$ cat src/rtl/sonata_pkg.sv
// sonata_pkg: shared word width and default filler byte for the spi target
package sonata_pkg;
   localparam int unsigned word_w = 8;
   localparam logic [word_w-1:0] filler_byte_default = 8'hFF;
endpackage

$ cat src/rtl/spi_target_if.sv
// spi_target_if: host pins plus rx/tx byte streams of the spi target
interface spi_target_if;
   import sonata_pkg::*;
   logic              sclk_i;
   logic              cs_ni;
   logic              copi_i;
   logic              cipo_o;
   logic              cipo_en_o;
   logic [word_w-1:0] rx_data_o;
   logic              rx_valid_o;
   logic              rx_ready_i;
   logic [word_w-1:0] tx_data_i;
   logic              tx_valid_i;
   logic              tx_ready_o;
   logic              rx_overflow_o;
   logic              tx_underflow_o;
   logic              frame_end_o;
   modport slave (
      input  sclk_i, cs_ni, copi_i, rx_ready_i, tx_data_i, tx_valid_i,
      output cipo_o, cipo_en_o, rx_data_o, rx_valid_o, tx_ready_o,
             rx_overflow_o, tx_underflow_o, frame_end_o
   );
   modport master (
      output sclk_i, cs_ni, copi_i, rx_ready_i, tx_data_i, tx_valid_i,
      input  cipo_o, cipo_en_o, rx_data_o, rx_valid_o, tx_ready_o,
             rx_overflow_o, tx_underflow_o, frame_end_o
   );
endinterface

$ cat src/rtl/spi_target_sync.sv
// spi_target_sync: flop chain bringing an asynchronous pin into clk_i
module spi_target_sync #(
   parameter int unsigned Stages = 2,
   parameter logic        RstVal = 1'b0
) (
   input  logic clk_i,
   input  logic rst_i,
   input  logic d_i,
   output logic q_o
);
   logic [Stages-1:0] sync_q, sync_d;
   // shift the pin level one stage per clock
   always_comb sync_d = {sync_q[Stages-2:0], d_i};
   // chain resets to the idle level of the pin
   always_ff @(posedge clk_i) sync_q <= rst_i ? {Stages{RstVal}} : sync_d;
   assign q_o = sync_q[Stages-1];
endmodule

$ cat src/rtl/spi_target.sv
// spi_target: mode-0 spi responder with rx/tx byte streams, oversampled by clk_i
module spi_target import sonata_pkg::*; #(
   parameter int unsigned       SyncStages = 2,
   parameter logic [word_w-1:0] FillerByte = filler_byte_default
) (
   input logic          clk_i,
   input logic          rst_i,
   spi_target_if.slave  bus
);
   typedef enum logic {IDLE, ACTIVE} state_e;
   state_e            state_q, state_d;
   logic              sclk_s, cs_n_s, copi_s;
   logic              sclk_q, sclk_d, cs_n_q, cs_n_d;
   logic [2:0]        bit_cnt_q, bit_cnt_d;
   logic [word_w-1:0] rx_shift_q, rx_shift_d, tx_shift_q, tx_shift_d, rx_data_q, rx_data_d;
   logic              rx_valid_q, rx_valid_d, rx_ovf_q, rx_ovf_d, frame_end_q, frame_end_d;
   logic              sclk_rise, sclk_fall, cs_fall, cs_rise, active, load, deliver, wr;
   spi_target_sync #(.Stages(SyncStages), .RstVal(1'b0)) u_sync_sclk (.clk_i, .rst_i, .d_i(bus.sclk_i), .q_o(sclk_s));
   spi_target_sync #(.Stages(SyncStages), .RstVal(1'b1)) u_sync_cs   (.clk_i, .rst_i, .d_i(bus.cs_ni),  .q_o(cs_n_s));
   spi_target_sync #(.Stages(SyncStages), .RstVal(1'b0)) u_sync_copi (.clk_i, .rst_i, .d_i(bus.copi_i), .q_o(copi_s));
   // edge detection, tx reload and byte delivery decisions
   always_comb begin
      sclk_rise = sclk_s & ~sclk_q;
      sclk_fall = ~sclk_s & sclk_q;
      cs_fall   = ~cs_n_s & cs_n_q;
      cs_rise   = cs_n_s & ~cs_n_q;
      active    = (state_q == ACTIVE) & ~cs_rise;
      load      = ~rst_i & (((state_q == IDLE) & cs_fall) | (active & sclk_fall & (bit_cnt_q == 3'd0)));
      deliver   = active & sclk_rise & (bit_cnt_q == 3'd7);
      wr        = deliver & (~rx_valid_q | bus.rx_ready_i);
   end
   // next-state for the frame tracker, shifters and rx holding register
   always_comb begin
      sclk_d      = sclk_s;
      cs_n_d      = cs_n_s;
      state_d     = (state_q == IDLE) ? (cs_fall ? ACTIVE : IDLE) : (cs_rise ? IDLE : ACTIVE);
      bit_cnt_d   = active ? (sclk_rise ? bit_cnt_q + 3'd1 : bit_cnt_q) : 3'd0;
      rx_shift_d  = (active & sclk_rise) ? {rx_shift_q[word_w-2:0], copi_s} : rx_shift_q;
      tx_shift_d  = load ? (bus.tx_valid_i ? bus.tx_data_i : FillerByte)
                  : (active & sclk_fall) ? {tx_shift_q[word_w-2:0], 1'b0} : tx_shift_q;
      rx_data_d   = wr ? {rx_shift_q[word_w-2:0], copi_s} : rx_data_q;
      rx_valid_d  = wr | (rx_valid_q & ~bus.rx_ready_i);
      rx_ovf_d    = deliver & ~wr;
      frame_end_d = (state_q == ACTIVE) & cs_rise;
   end
   // state registers; reset abandons any frame in flight
   always_ff @(posedge clk_i) begin
      if (rst_i) begin
         state_q     <= IDLE;
         sclk_q      <= 1'b0;
         cs_n_q      <= 1'b1;
         bit_cnt_q   <= '0;
         rx_shift_q  <= '0;
         tx_shift_q  <= '0;
         rx_data_q   <= '0;
         rx_valid_q  <= 1'b0;
         rx_ovf_q    <= 1'b0;
         frame_end_q <= 1'b0;
      end else begin
         state_q     <= state_d;
         sclk_q      <= sclk_d;
         cs_n_q      <= cs_n_d;
         bit_cnt_q   <= bit_cnt_d;
         rx_shift_q  <= rx_shift_d;
         tx_shift_q  <= tx_shift_d;
         rx_data_q   <= rx_data_d;
         rx_valid_q  <= rx_valid_d;
         rx_ovf_q    <= rx_ovf_d;
         frame_end_q <= frame_end_d;
      end
   end
   assign bus.cipo_o         = (state_q == ACTIVE) & tx_shift_q[word_w-1];
   assign bus.cipo_en_o      = (state_q == ACTIVE);
   assign bus.rx_data_o      = rx_data_q;
   assign bus.rx_valid_o     = rx_valid_q;
   assign bus.tx_ready_o     = load & bus.tx_valid_i;
   assign bus.tx_underflow_o = load & ~bus.tx_valid_i;
   assign bus.rx_overflow_o  = rx_ovf_q;
   assign bus.frame_end_o    = frame_end_q;
endmodule

$ cat src/flat_wrapper.sv
// flat-port wrapper written by rule: the top's interface ports become plain ports
module spi_target_flat import sonata_pkg::*;
#(
   parameter int unsigned       SyncStages = 2,
   parameter logic [word_w-1:0] FillerByte = filler_byte_default
)
  (clk_i, rst_i, bus_sclk_i, bus_cs_ni, bus_copi_i, bus_rx_ready_i, bus_tx_data_i, bus_tx_valid_i, bus_cipo_o, bus_cipo_en_o, bus_rx_data_o, bus_rx_valid_o, bus_tx_ready_o, bus_rx_overflow_o, bus_tx_underflow_o, bus_frame_end_o);
  spi_target_if bus_i ();
  input logic clk_i;
  input logic rst_i;
  input wire logic [$bits(bus_i.sclk_i)-1:0] bus_sclk_i;
  input wire logic [$bits(bus_i.cs_ni)-1:0] bus_cs_ni;
  input wire logic [$bits(bus_i.copi_i)-1:0] bus_copi_i;
  input wire logic [$bits(bus_i.rx_ready_i)-1:0] bus_rx_ready_i;
  input wire logic [$bits(bus_i.tx_data_i)-1:0] bus_tx_data_i;
  input wire logic [$bits(bus_i.tx_valid_i)-1:0] bus_tx_valid_i;
  output wire logic [$bits(bus_i.cipo_o)-1:0] bus_cipo_o;
  output wire logic [$bits(bus_i.cipo_en_o)-1:0] bus_cipo_en_o;
  output wire logic [$bits(bus_i.rx_data_o)-1:0] bus_rx_data_o;
  output wire logic [$bits(bus_i.rx_valid_o)-1:0] bus_rx_valid_o;
  output wire logic [$bits(bus_i.tx_ready_o)-1:0] bus_tx_ready_o;
  output wire logic [$bits(bus_i.rx_overflow_o)-1:0] bus_rx_overflow_o;
  output wire logic [$bits(bus_i.tx_underflow_o)-1:0] bus_tx_underflow_o;
  output wire logic [$bits(bus_i.frame_end_o)-1:0] bus_frame_end_o;
  assign bus_i.sclk_i = bus_sclk_i;
  assign bus_i.cs_ni = bus_cs_ni;
  assign bus_i.copi_i = bus_copi_i;
  assign bus_i.rx_ready_i = bus_rx_ready_i;
  assign bus_i.tx_data_i = bus_tx_data_i;
  assign bus_i.tx_valid_i = bus_tx_valid_i;
  assign bus_cipo_o = bus_i.cipo_o;
  assign bus_cipo_en_o = bus_i.cipo_en_o;
  assign bus_rx_data_o = bus_i.rx_data_o;
  assign bus_rx_valid_o = bus_i.rx_valid_o;
  assign bus_tx_ready_o = bus_i.tx_ready_o;
  assign bus_rx_overflow_o = bus_i.rx_overflow_o;
  assign bus_tx_underflow_o = bus_i.tx_underflow_o;
  assign bus_frame_end_o = bus_i.frame_end_o;
  spi_target #(.SyncStages(SyncStages), .FillerByte(FillerByte)) u_core (.clk_i(clk_i), .rst_i(rst_i), .bus(bus_i));
endmodule
$ cat config.mk
export PLATFORM = sky130hd
export DESIGN_NAME = spi_target_flat
export DESIGN_NICKNAME = d
export VERILOG_FILES = /design/src/rtl/sonata_pkg.sv /design/src/rtl/spi_target_if.sv /design/src/rtl/spi_target_sync.sv /design/src/rtl/spi_target.sv /design/src/flat_wrapper.sv
export SDC_FILE = /design/constraint.sdc
export NUM_CORES = 1
export LEC_CHECK = 0
export BUFFER_PORTS_ARGS = -buffer_cell sky130_fd_sc_hd__buf_2
export CAP_MARGIN = 15
export CORE_ASPECT_RATIO = 0.5
export CORE_MARGIN = 2
export CORE_UTILIZATION = 47
export DETAILED_ROUTE_END_ITERATION = 10
export PLACE_DENSITY = 0.73
export SYNTH_ARGS = -nofsm -noshare
export SYNTH_HDL_FRONTEND = slang
export SYNTH_HIERARCHICAL = 1
export SYNTH_SLANG_ARGS = --single-unit
$ cat constraint.sdc
create_clock -name clk_i -period 1.7 [get_ports clk_i]
set_clock_uncertainty 0.2 [all_clocks]
set_input_delay 0 -clock clk_i [delete_from_list [all_inputs] [get_ports clk_i]]
set_output_delay 0 -clock clk_i [all_outputs]
set_load 0.02 [all_outputs]
# == Yosys cells after proc, flatten, opt, wreduce, memory -nomap -nowiden ==
# Cells that the tools add are included.
# op_classes
n_addsub,1
n_eq_ne,1
mux,6
bitwise_logic,33
reduce_logical,3
# ops
operator,n
2-to-1 mux 8 bit,3
bitwise AND 1 bit,18
NOT 1 bit,12
adder 3 x 1 -> 3 bit (second input constant),1
equality test 3 bit (second input constant),1
logical NOT 3 bit,1
2-to-1 mux 1 bit,3
OR 1 bit,3
nonzero test 2 bit,1
OR reduction 2 bit,1
# totals
reg_bits,38
in_bits,15
elab_cells,57

# == Logic depth before layout (Yosys ltp) ==
# Gate-level depths: netlist of the first run.
# logic_depth
ltp_word,9
depth_mapped,8
depth_no_buf,7

# == Hierarchy ==
# Netlist of the first run, hierarchy kept.
# by_module_without_submodules
module,n_inst,cells_each,area_each_um2
spi_target,1,128,1288.7
spi_target_sync,3,4,52.6

# == Least setup slack after synthesis of the first run ==
# Ideal clock, no wire load.
# synth_timing
kind,flip-flop to flip-flop
start,register u_core.state_q (netlist: u_core/bus.cipo_en_o)
end,register u_core.tx_shift_q[3]
setup_ns,0.132
t_arrival_ns,1.383
required_ns,1.368
path_slack_ns,-0.015
stages_incl_launch_ff,7
path_cell_list,dfxtp_1 -> nor4bb_1 -> a41o_1 -> buf_6 -> nand2_4 -> o221ai_1 -> a21oi_1
# synth_between
elab_chain_cells,6
elab_cells_between_ends,9
classes_between,1 x mux; 7 x bitwise; 1 x reduce/logical
# synth_rtl
element,line,source
from (decl),spi_target.sv:11,"state_e state_q, state_d;"
from (signal assigned),spi_target.sv:60,state_q <= state_d;
bitwise AND 1 bit,spi_target.sv:27,active = (state_q == ACTIVE) & ~cs_rise;
bitwise AND 1 bit,"spi_target.sv:28, spi_target.sv:40",
bitwise AND 1 bit,spi_target.sv:28,load = ~rst_i & (((state_q == IDLE) & cs_fall) | (active & sclk_fall & (bit_cnt_q == 3'd0)));
OR 1 bit,spi_target.sv:28,
bitwise AND 1 bit,spi_target.sv:28,
2-to-1 mux 8 bit / nonzero test 2 bit (equally long branches),n/a,
to (signal assigned),spi_target.sv:65,tx_shift_q <= tx_shift_d;
to (decl),spi_target.sv:15,"logic [word_w-1:0] rx_shift_q, rx_shift_d, tx_shift_q, tx_shift_d, rx_data_q, rx_data_d;"
# Several ways; a longest one is shown, not always the timed one.
# A chain may end at the register's enable or synchronous reset.

# == Worst setup path after layout of the first run ==
# layout_timing
start,register u_core.bit_cnt_q[1]
end,output bus_tx_underflow_o
# layout_between
elab_chain_cells,5
# layout_rtl
element,line,source
from (decl),spi_target.sv:14,"logic [2:0] bit_cnt_q, bit_cnt_d;"
from (signal assigned),spi_target.sv:63,bit_cnt_q <= bit_cnt_d;
logical NOT 3 bit,spi_target.sv:28,
bitwise AND 1 bit,spi_target.sv:28,
OR 1 bit,spi_target.sv:28,
bitwise AND 1 bit,spi_target.sv:28,
bitwise AND 1 bit,spi_target.sv:77,assign bus.tx_underflow_o = load & ~bus.tx_valid_i;
to (decl),flat_wrapper.sv:23,output wire logic [$bits(bus_i.tx_underflow_o)-1:0] bus_tx_underflow_o;
# Every way passes these cells.

==> results of run 1 <==
-- final timing paths --
| kind | slack [ps] | cells after the start | to |
|---|---|---|---|
| setup / recovery | -120 | 7 | bus_tx_underflow_o |
| hold / removal | 20 | 3 | u_core/sclk_q$_SDFF_PP0_ |
| setup reg to reg | -110 | 8 | u_core/tx_shift_q[7]$_SDFFE_PP0P_ |
| hold reg to reg | 210 | 1 | u_core/u_sync_cs/sync_q[1]$_SDFF_PP1_ |
-- layout make-up --
class / count / share of cell area
clock buffers: 6 / 0.0405
multi-input cells: 91 / 0.343
flip-flops and latches: 38 / 0.375
well taps: 40 / 0.0245
inverters: 6 / 0.0110
repair buffers: 57 / 0.207
-- registers in the layout, summed over array words and instances (netlist names) --
name                       cells
u_core/bus.frame_end_o         1
u_core/sclk_q                  1
u_core/u_sync_cs/sync_q        2
u_core/cs_n_q                  1
u_core/bit_cnt_q               3
u_core/tx_shift_q              8
u_core/u_sync_sclk/sync_q      2
u_core/rx_shift_q              7
u_core/bus.rx_valid_o          1
u_core/u_sync_copi/sync_q      2
u_core/bus.rx_data_o           8
u_core/bus.cipo_en_o           1
u_core/bus.rx_overflow_o       1
-- kinds of logic after synthesis --
group	share of synthesized area
flops	0.526
fa+ha+maj	0.0260
buf+inv	0.0389
compound gates	0.105
simple gates	0.188
mux	0.111
xor+xnor	0.00606
-- cell usage after synthesis, drive strengths merged, types with 5 or more instances --
| cell | n |
|---|---|
| dfxtp | 38 |
| nor2 | 20 |
| mux2i | 16 |
| a21oi | 9 |
| nand2 | 9 |
| o221ai | 7 |
| inv | 6 |
| nor2b | 5 |
-- placed cells by master (no fill, tap or decap), types with 2 or more instances in the layout --
master / count
ha_1: 2
nand2b_1: 2
nor2b_1: 4
nand2_1: 8
buf_6: 5
dfxtp_1: 35
o21ai_0: 3
or2_1: 2
o221ai_2: 5
dfxtp_2: 3
buf_4: 8
clkbuf_8: 6
dlygate4sd3_1: 17
a21oi_2: 2
nor2_1: 20
a21oi_1: 7
buf_2: 27
inv_1: 3
mux2i_1: 16
inv_2: 3
o221ai_1: 2
-- through the flow --
stage | TNS [ps] | hold slack [ps] | cells | util | power (W)
floorplan | 0 | -128 | 140 | - | 0.000967
global placement | -194 | -19.2 | 213 | 0.566 | 0.00100
detailed placement | -310 | -17.2 | 213 | 0.566 | 0.00101
CTS | -710 | 14.7 | 238 | 0.682 | 0.00164
global route | -1420 | 45.4 | 238 | 0.689 | 0.00170
finish | -735 | 19.3 | 238 | 0.689 | 0.00163
-- per-layer routing --
layer	vias to the layer above	global-route usage	part of all wire
met5	-	0	0
met4	0	0.0700	0.014
met3	5	0.0766	0.050
met2	22	0.284	0.45
met1	557	0.241	0.49
li1	603	-	-
-- report_power, final --
part	total [W]	switching, W	internal [W]
logic	0.000119	0.0000525	0.0000667
clock network	0.000597	0.000284	0.000312
registers	0.000909	0.00000703	0.000902
-- worst min-delay path: stages --
cell and delay [ps]:
buf_2 140, buf_4 230, nor2_1 100
-- what timing repair did --
action                                 in CTS  in global routing
hold buffers                               17                  0
pin swaps                                   5                  2
setup endpoints to repair                  10                 15
endpoints found under the hold margin      15                  0
setup buffers                               2                  0
gates resized for setup                    19                  6
==> qor.csv, run 1 <==
stage;metric;value;unit
placement;dp_hpwl;1780;um
detailed_routing;viasPerCell;4.99;
worst_setup_path;path_cells;inv_2, ha_4, nor4bb_4, a41o_1, buf_6, and2_4, buf_6;
floorplan;dieArea;0.00356;mm2
yosys;ys_warn_count;6;
status;violations;negative setup slack;
worst_setup_path;r2r-start;u_core/bit_cnt_q[1]$_SDFFE_PP0N_;
placement;dp_slack;-62.8;ps
layout;regArea;764;um2
layout;diodes;0;
floorplan;rows;14;
worst_setup_path;crit_buf_inv;3;
clock_network;cts_sinks;38;
run;drv_cap;0;
clock_network;cts_root_buffer;clkbuf_8;
power;ir_drop;0.372;mV
yosys;synth-main-ff-cell;dfxtp_1;
layout;final_nets;217;
worst_setup_path;path_class;reg -> out;
yosys;netlist_area;0.00145;mm2
placement;io_buffers;29;
detailed_routing;drt_wl_total;2960;um
timing;rsz0062_at_grt;yes;
min_path;worstHoldStart;rst_i;
yosys;synth_seq_cells;38;
global_routing;overflow;0;
timing;slew_headroom;0.563;
clock_network;clockBufferDepth;2;
global_routing;grt_pass1_wl;4850;um
worst_setup_path;arrival;1620;ps
layout;layout-drive-gt1-share;0.354;
yosys;netlist.area_leader.share;0.526;
global_routing;grt_pass1_vias;1087;
floorplan;die_x;82.5;um
floorplan;pin_count;30;
yosys;netlist_instances;140;
worst_setup_path;worst_setup_path_end_kind;output port;
power;p_leak;0.898;nW
worst_setup_path;crit_top_cell;buf_6;
clock_network;clkLatencyLatePin;290;ps
timing;fin_crit;1820;ps
power;p_per_area;796;mW/mm2
layout;design_area;0.00204;mm2
timing;finalSetupViolations;9;
floorplan;die_h;43.2;um
yosys;syn_area_per_cell;10.3;um2
placement;placed_area;0.00168;mm2
global_routing;grt_usage;0.188;
layout;fillers;223;
yosys;syn_nets;158;
timing;hold_violations;0;
detailed_routing;drt_pass1_iterations;4;
clock_network;htreeDepth;2;
timing;max_freq;0.550;GHz
timing;worst_pin_slew;647;ps
layout;multiInputGateArea;699;um2
detailed_routing;ant_nets;0;
yosys;yosys-top-cells-area;dfxtp_1, mux2i_1, nor2_1, o221ai_1, a21oi_1;
timing;timing.final.ws_setup;-119;ps
global_routing;grt_max_degree;26;
worst_setup_path;required;1500;ps
yosys;synth_cell_type_count;29;
detailed_routing;vias;1187;
floorplan;fp.coreArea;0.00296;mm2
detailed_routing;drc;0;
detailed_routing;routedWlPerCell;12.4;um
yosys;ys_seq_area_frac;0.526;
worst_setup_path;cp_max_fo;2;
timing;fin_crit_sh;1.07;
clock_network;numCtsBuffers;5;
global_routing;antenna_found_initial;0;
detailed_routing;drtIter0Drc;49;
yosys;synth_edf_count;0;
clock_network;cts_tree;done;
timing;finalMaxSlewViolations;0;
layout;area_growth;41.1;%
worst_setup_path;crit_path_top_delay_cell;dfxtp_2;
worst_setup_path;critPathMaxStageDelay;330;ps
yosys;async_flop_share;0;
status;status;finished with violations;
placement;gp_congestion;0.744;
floorplan;start_util;0.489;
yosys;yosysTopAreaCell;dfxtp_1;
worst_setup_path;crit_path_start_kind;flip-flop;
worst_setup_path;cp_top_family;flip-flops;
clock_network;path_clk_slew;70;ps
worst_setup_path;crit_start;u_core/bit_cnt_q[1]$_SDFFE_PP0N_;
min_path;holdCritPathClass;in -> reg;
(Power assumes the default switching activity.)
==> run 2: changes to the inputs <==
--- a/config.mk
+++ b/config.mk
@@ -9,10 +9,9 @@
 export CAP_MARGIN = 15
 export CORE_ASPECT_RATIO = 0.5
 export CORE_MARGIN = 2
-export CORE_UTILIZATION = 47
+export CORE_UTILIZATION = 48
 export DETAILED_ROUTE_END_ITERATION = 10
-export PLACE_DENSITY = 0.73
+export PLACE_DENSITY = 0.74
 export SYNTH_ARGS = -nofsm -noshare
 export SYNTH_HDL_FRONTEND = slang
-export SYNTH_HIERARCHICAL = 1
 export SYNTH_SLANG_ARGS = --single-unit
==> qor.csv, run 2 <==
stage;metric;value;unit;change
status;status;finished with violations;;
status;violations;negative setup slack;;
yosys;synth-main-ff-cell;dfxtp_1;;
worst_setup_path;cp_max_fo;8;;+6
floorplan;fp.coreArea;0.00303;mm2;+2.4%
floorplan;die_x;84.0;um;+1.9%
timing;hold_violations;0;;unchanged
yosys;syn_area_per_cell;10.3;um2;-0.27%
yosys;synth_seq_cells;38;;unchanged
min_path;min_to;u_core.u_sync_cs.sync_q[0]$_SDFF_PP1_;;
yosys;syn_nets;167;;+5.7%
global_routing;antenna_found_initial;0;;unchanged
timing;slew_headroom;0.688;;+0.124
timing;max_freq;0.577;GHz;+4.9%
layout;final_nets;215;;-0.92%
layout;diodes;0;;unchanged
placement;dp_hpwl;1810;um;+1.5%
floorplan;pin_count;30;;unchanged
placement;io_buffers;29;;unchanged
worst_setup_path;rrSetupSlack;-30;ps;+80 ps
detailed_routing;routedWlPerCell;12.9;um;+3.9%
clock_network;cts_tree;done;;
worst_setup_path;path_class;reg -> reg;;
layout;layout-drive-gt1-share;0.348;;-0.00505
floorplan;die_h;44.0;um;+1.8%
detailed_routing;drt_wl_total;3070;um;+3.9%
layout;final_cells;238;;unchanged
clock_network;htreeDepth;2;;unchanged
layout;final_common_cell;dfxtp_1;;
detailed_routing;drtIter0Drc;28;;-43%
yosys;yosys-top-cells-area;dfxtp_1, mux2i_1, o221a_1, nor2_1, a21oi_1;;
yosys;netlist_area;0.00154;mm2;+6.1%
yosys;async_flop_share;0;;unchanged
global_routing;grt_pass1_vias;1143;;+5.2%
placement;gp_congestion;0.759;;+2.0%
timing;fin_crit;1730;ps;-85.4 ps
clock_network;numCtsBuffers;5;;unchanged
min_path;holdCritPathClass;in -> reg;;
worst_setup_path;crit_path_start_kind;flip-flop;;
yosys;yosysMostFrequentCell;dfxtp_1;;
timing;final.setup.tns;-254;ps;+481 ps
timing;timing.final.ws_setup;-33.1;ps;+85.4 ps
detailed_routing;drc;0;;unchanged
worst_setup_path;r2r-end;u_core.bus.rx_data_o[4]$_SDFFE_PP0P_;;
power;ir_drop;0.478;mV;+29%
clock_network;clkLatencyLatePin;290;ps;about the same
floorplan;dieArea;0.00369;mm2;+3.7%
timing;finalSetupViolations;12;;+3
worst_setup_path;critPathMaxStageDelay;350;ps;+20 ps
detailed_routing;drt_pass1_iterations;4;;unchanged
timing;fin_crit_sh;1.02;;-0.0502
layout;area_growth;35.7;%;
worst_setup_path;r2r-start;u_core.bit_cnt_q[1]$_SDFFE_PP0N_;;
worst_setup_path;crit_path_top_delay_cell;dfxtp_2;;
min_path;worstHoldStart;bus_cs_ni;;
layout;design_area;0.00208;mm2;+2.1%
placement;dp_slack;-56.4;ps;+6.37 ps
layout;fillers;232;;+4.0%
detailed_routing;vias;1175;;-1.0%
power;p_per_area;849;mW/mm2;+6.6%
detailed_routing;viasPerCell;4.94;;-1.0%
worst_setup_path;worst_setup_path_end_kind;flip-flop;;
detailed_routing;ant_nets;0;;unchanged
worst_setup_path;required;1670;ps;+170 ps
yosys;yosysTopAreaCell;dfxtp_1;;
worst_setup_path;arrival;1700;ps;+80 ps
timing;rsz0062_at_grt;yes;;
yosys;ys_seq_area_frac;0.496;;-0.0304
placement;placed_area;0.00174;mm2;+4.0%
floorplan;start_util;0.507;;+0.0180
global_routing;grt_usage;0.185;;-0.00292
run;drv_cap;0;;unchanged
yosys;ys_warn_count;0;;-6
layout;mostFrequentLayoutCells;dfxtp_1, buf_2, nor2_1, mux2i_1, dlygate4sd3_1;;
clock_network;cts_sinks;38;;unchanged
yosys;netlist.area_leader.share;0.496;;-0.0304
yosys;synth.top_cells.by_count;dfxtp_1, nor2_1, mux2i_1;;
clock_network;path_clk_slew;80;ps;about the same
timing;finalMaxSlewViolations;0;;unchanged
floorplan;rows;14;;unchanged
clock_network;post_cts_buffers;0;;-2
min_path;hold_path_depth;3;;unchanged
worst_setup_path;reg2regPathDepth;7;;-1
clock_network;cts_root_buffer;clkbuf_8;;
yosys;synth_cell_type_count;31;;+6.9%
clock_network;clockBufferDepth;2;;unchanged
global_routing;overflow;0;;unchanged
global_routing;grt_max_degree;38;;+46%
worst_setup_path;cp_top_family;simple AND/OR/NAND/NOR gates;;
timing;worst_pin_slew;466;ps;-181 ps
yosys;synth_edf_count;0;;unchanged
worst_setup_path;crit_buf_inv;1;;-2
placement;place_inst;216;;+1.4%
worst_setup_path;path_cells;ha_2, ha_4, nand2_2, nor4b_4, buf_12, mux2i_1, nor2_1;;
global_routing;grt_pass1_wl;5080;um;+4.7%
power;p_leak;0.876;nW;-2.4%
yosys;netlist_instances;149;;+6.4%
==> run 2: cell count changes after synthesis, sizes merged, moves of 2 or more <==
cell / delta
o221a: +7
o221ai: -7
inv: +6
nand2: -6
nor3: +4
a41o: -2
and2b: +2
buf: +2
o21ai: -2
or2: +2
==> run 2: where the power goes <==
part / internal [W] / total (W) / switching [W] / leakage, nW
Combinational: 0.0000679 / 0.000129 / 0.0000612 / 0.509
Sequential: 0.000909 / 0.000922 / 0.0000129 / 0.310
Clock: 0.000410 / 0.000717 / 0.000307 / 0.0575
Total: 0.00139 / 0.00177 / 0.000382 / 0.876
==> run 2: area by class of cell <==
cell class	instances	area (um2)	area share
multi-input cells	91	764	0.367
clock buffers	8	110	0.0529
inverters	12	45.0	0.0216
flip-flops and latches	38	768	0.369
repair buffers	49	345	0.166
well taps	40	50.0	0.0240
==> run 2: tightest hold or removal path, delay by kind of cell <==
kind / cells / cell delay [ps]
buffers and inverters: 2 / 610
and+or+nand+nor: 1 / 80
==> run 2: how the worst max path moves through the flow <==
stage / start / endpoint / cells after the start
global route: u_core.bit_cnt_q[1]$_SDFFE_PP0N_ / u_core.bus.rx_data_o[4]$_SDFFE_PP0P_ / 7
finish: u_core.bit_cnt_q[1]$_SDFFE_PP0N_ / u_core.bus.rx_data_o[4]$_SDFFE_PP0P_ / 7
CTS: u_core.bit_cnt_q[1]$_SDFFE_PP0N_ / u_core.tx_shift_q[2]$_SDFFE_PP0P_ / 6
detailed placement: u_core.bit_cnt_q[1]$_SDFFE_PP0N_ / u_core.bus.rx_data_o[4]$_SDFFE_PP0P_ / 7
global placement: u_core.bit_cnt_q[1]$_SDFFE_PP0N_ / u_core.bus.rx_data_o[0]$_SDFFE_PP0P_ / 7
floorplan: u_core.bus.cipo_en_o$_SDFF_PP0_ / bus_tx_ready_o / 4
==> run 2: cell families (layout without fill, tap and decap cells) <==
kind of cell | after synthesis | after routing | share of synthesized area
mux | 17 | 17 | 0.111
fa+ha+maj | 4 | 4 | 0.0310
buf+inv | 20 | 69 | 0.0644
flops | 38 | 38 | 0.496
simple gates | 50 | 50 | 0.191
xor+xnor | 1 | 1 | 0.00571
compound gates | 19 | 19 | 0.102
==> run 2: metrics by stage <==
stage          power, W  hold slack (ps)  utilization
2_1_floorplan   0.00100             -117            -
3_3_place_gp    0.00103            -16.6        0.575
3_5_place_dp    0.00104            -13.3        0.575
4_1_cts         0.00178              216        0.683
5_1_grt         0.00184              223        0.687
6_report        0.00177              219        0.687
==> run 2: timing repair <==
action | CTS | global route
gates resized for setup | 20 | 3
pin swaps | 4 | 2
hold buffers | 14 | 0
endpoints found under the hold margin | 14 | 0
endpoints found under the setup margin | 17 | 21
cloned | 0 | 0
==> run 2: metal layers <==
metal / track usage / vias up / share of wire
met4: 0.0774 / 0 / 0.0094
met2: 0.315 / 27 / 0.49
li1: - / 592 / -
met3: 0.0819 / 3 / 0.041
met5: 0 / - / 0
met1: 0.209 / 553 / 0.46
==> run 3: changes to the inputs <==
--- a/config.mk
+++ b/config.mk
@@ -9,9 +9,9 @@
 export CAP_MARGIN = 15
 export CORE_ASPECT_RATIO = 0.5
 export CORE_MARGIN = 2
-export CORE_UTILIZATION = 48
+export CORE_UTILIZATION = 53
 export DETAILED_ROUTE_END_ITERATION = 10
-export PLACE_DENSITY = 0.74
+export PLACE_DENSITY = 0.77
 export SYNTH_ARGS = -nofsm -noshare
 export SYNTH_HDL_FRONTEND = slang
 export SYNTH_SLANG_ARGS = --single-unit
==> constraint.sdc (replaced) <==
create_clock -name clk_i -period 1.78 [get_ports clk_i]
set_clock_uncertainty 0.2 [all_clocks]
set_input_delay 0 -clock clk_i [delete_from_list [all_inputs] [get_ports clk_i]]
set_output_delay 0 -clock clk_i [all_outputs]
set_load 0.02 [all_outputs]
==> qor.csv, run 3 (synthesis gave the netlist of run 2 again) <==
stage;metric;value;unit;change
clock_network;clockBufferDepth;2;;unchanged
worst_setup_path;arrival;1750;ps;+50 ps
placement;gp_congestion;0.758;;about the same
detailed_routing;drtIter0Drc;42;;+50%
floorplan;pin_count;30;;unchanged
clock_network;cts_sinks;38;;unchanged
floorplan;start_util;0.576;;+0.0689
placement;dp_slack;31.9;ps;+88.3 ps
detailed_routing;routedWlPerCell;13.1;um;+1.2%
worst_setup_path;crit_path_start_kind;flip-flop;;
timing;timing.final.ws_setup;0.241;ps;+33.3 ps
layout;final_nets;218;;+1.4%
worst_setup_path;path_class;reg -> reg;;
timing;hold_violations;0;;unchanged
min_path;holdCritPathClass;reg -> reg;;
global_routing;grt_pass1_vias;1086;;-5.0%
power;p_per_area;772;mW/mm2;-9.1%
clock_network;clkLatencyLatePin;280;ps;about the same
floorplan;rows;13;;-1
floorplan;fp.coreArea;0.00267;mm2;-12%
detailed_routing;drt_wl_total;3110;um;+1.2%
detailed_routing;drt_pass1_iterations;4;;unchanged
timing;worst_pin_slew;458;ps;-7.92 ps
power;ir_drop;0.664;mV;+39%
timing;slew_headroom;0.693;;+0.00531
power;p_leak;0.891;nW;+1.6%
status;status;finished, final reports clean;;
timing;rsz0062_at_grt;yes;;
timing;fin_crit_sh;1.00;;-0.0196
clock_network;numCtsBuffers;5;;unchanged
worst_setup_path;required;1760;ps;+90 ps
timing;finalMaxSlewViolations;0;;unchanged
clock_network;cts_root_buffer;clkbuf_8;;
placement;dp_hpwl;1780;um;-1.8%
layout;final_common_cell;dfxtp_1;;
timing;whs;216;ps;-3.02 ps
clock_network;htreeDepth;2;;unchanged
run;drv_cap;0;;unchanged
floorplan;die_x;80.1;um;-4.6%
timing;fin_crit;1780;ps;+46.7 ps
timing;finalSetupViolations;0;;-12
worst_setup_path;cp_max_fo;7;;-1
layout;diodes;0;;unchanged
layout;mostFrequentLayoutCells;dfxtp_1, buf_2, nor2_1, mux2i_1, dlygate4sd3_1;;
clock_network;path_clk_slew;70;ps;about the same
min_path;worstHoldStart;u_core.u_sync_cs.sync_q[0]$_SDFF_PP1_;;
global_routing;grt_pass1_wl;4610;um;-9.2%
worst_setup_path;crit_start;u_core.bit_cnt_q[0]$_SDFFE_PP0N_;;
global_routing;grt_max_degree;38;;unchanged
detailed_routing;drc;0;;unchanged
floorplan;dieArea;0.00337;mm2;-8.8%
worst_setup_path;r2r-start;u_core.bit_cnt_q[0]$_SDFFE_PP0N_;;
detailed_routing;viasPerCell;5.09;;+3.1%
timing;max_freq;0.562;GHz;-2.6%
floorplan;die_h;42.1;um;-4.4%
detailed_routing;ant_nets;0;;unchanged
worst_setup_path;worst_setup_path_end_kind;flip-flop;;
layout;area_growth;35.1;%;
placement;io_buffers;29;;unchanged
layout;layout-drive-gt1-share;0.343;;-0.00520
power;total_power;0.00160;W;-9.5%
global_routing;antenna_found_initial;0;;unchanged
clock_network;cts_tree;done;;
global_routing;grt_usage;0.177;;-0.00835
detailed_routing;vias;1211;;+3.1%
global_routing;overflow;0;;unchanged
==> run 3: what timing repair did <==
action | in CTS | in global routing
pin swaps | 0 | 3
cloned | 0 | 0
endpoints found under the hold margin | 14 | 0
buffers inserted | 0 | 5
hold buffers | 14 | 0
resized for setup | 3 | 17
endpoints found under the setup margin | 2 | 17
==> run 3: per-layer routing <==
metal / GRT usage / share of wire
met4: 0.0407 / 0.011
met5: 0 / 0
met3: 0.0647 / 0.058
met1: 0.202 / 0.45
met2: 0.317 / 0.48
==> run 3: layout make-up <==
cell class                 count  area [um2]
sequential                    38         766
multi-input combinational     91         761
fill                         183         593
timing repair buffer          52         365
clock buffer                   7        86.3
tap                           37        46.3
inverter                      12        45.0
clock inverter                 1        5.00
==> run 3: per-stage QoR <==
step | TNS [ps] | area (um2) | utilization | cells
floorplan | 0 | 1540 | - | 149
global placement | 0 | 1720 | 0.643 | 211
detailed placement | 0 | 1720 | 0.643 | 211
CTS | 0 | 1960 | 0.734 | 233
global route | -907 | 2070 | 0.778 | 238
finish | 0 | 2070 | 0.778 | 238
==> run 3: worst max-delay path, stage by stage (launching register included) <==
cell and delay [ps]:
dfxtp_2 350, inv_1 70, ha_1 200, and2b_2 240, nor4_2 210, buf_4 190
a21oi_1 70, o221a_1 130
==> run 3: final timing paths <==
kind | endpoint | slack (ps) | depth (start not counted)
setup / recovery | u_core.tx_shift_q[3]$_SDFFE_PP0P_ | 0.2 | 7
hold / removal | u_core.u_sync_cs.sync_q[1]$_SDFF_PP1_ | 220 | 1
setup reg to reg | u_core.tx_shift_q[3]$_SDFFE_PP0P_ | 0.2 | 7
hold reg to reg | u_core.u_sync_cs.sync_q[1]$_SDFF_PP1_ | 220 | 1
==> run 3: report_power, final <==
part           total (W)  internal [W]  switching [W]
logic           0.000121     0.0000643      0.0000569
clock network   0.000598      0.000312       0.000286
registers       0.000881      0.000870      0.0000118
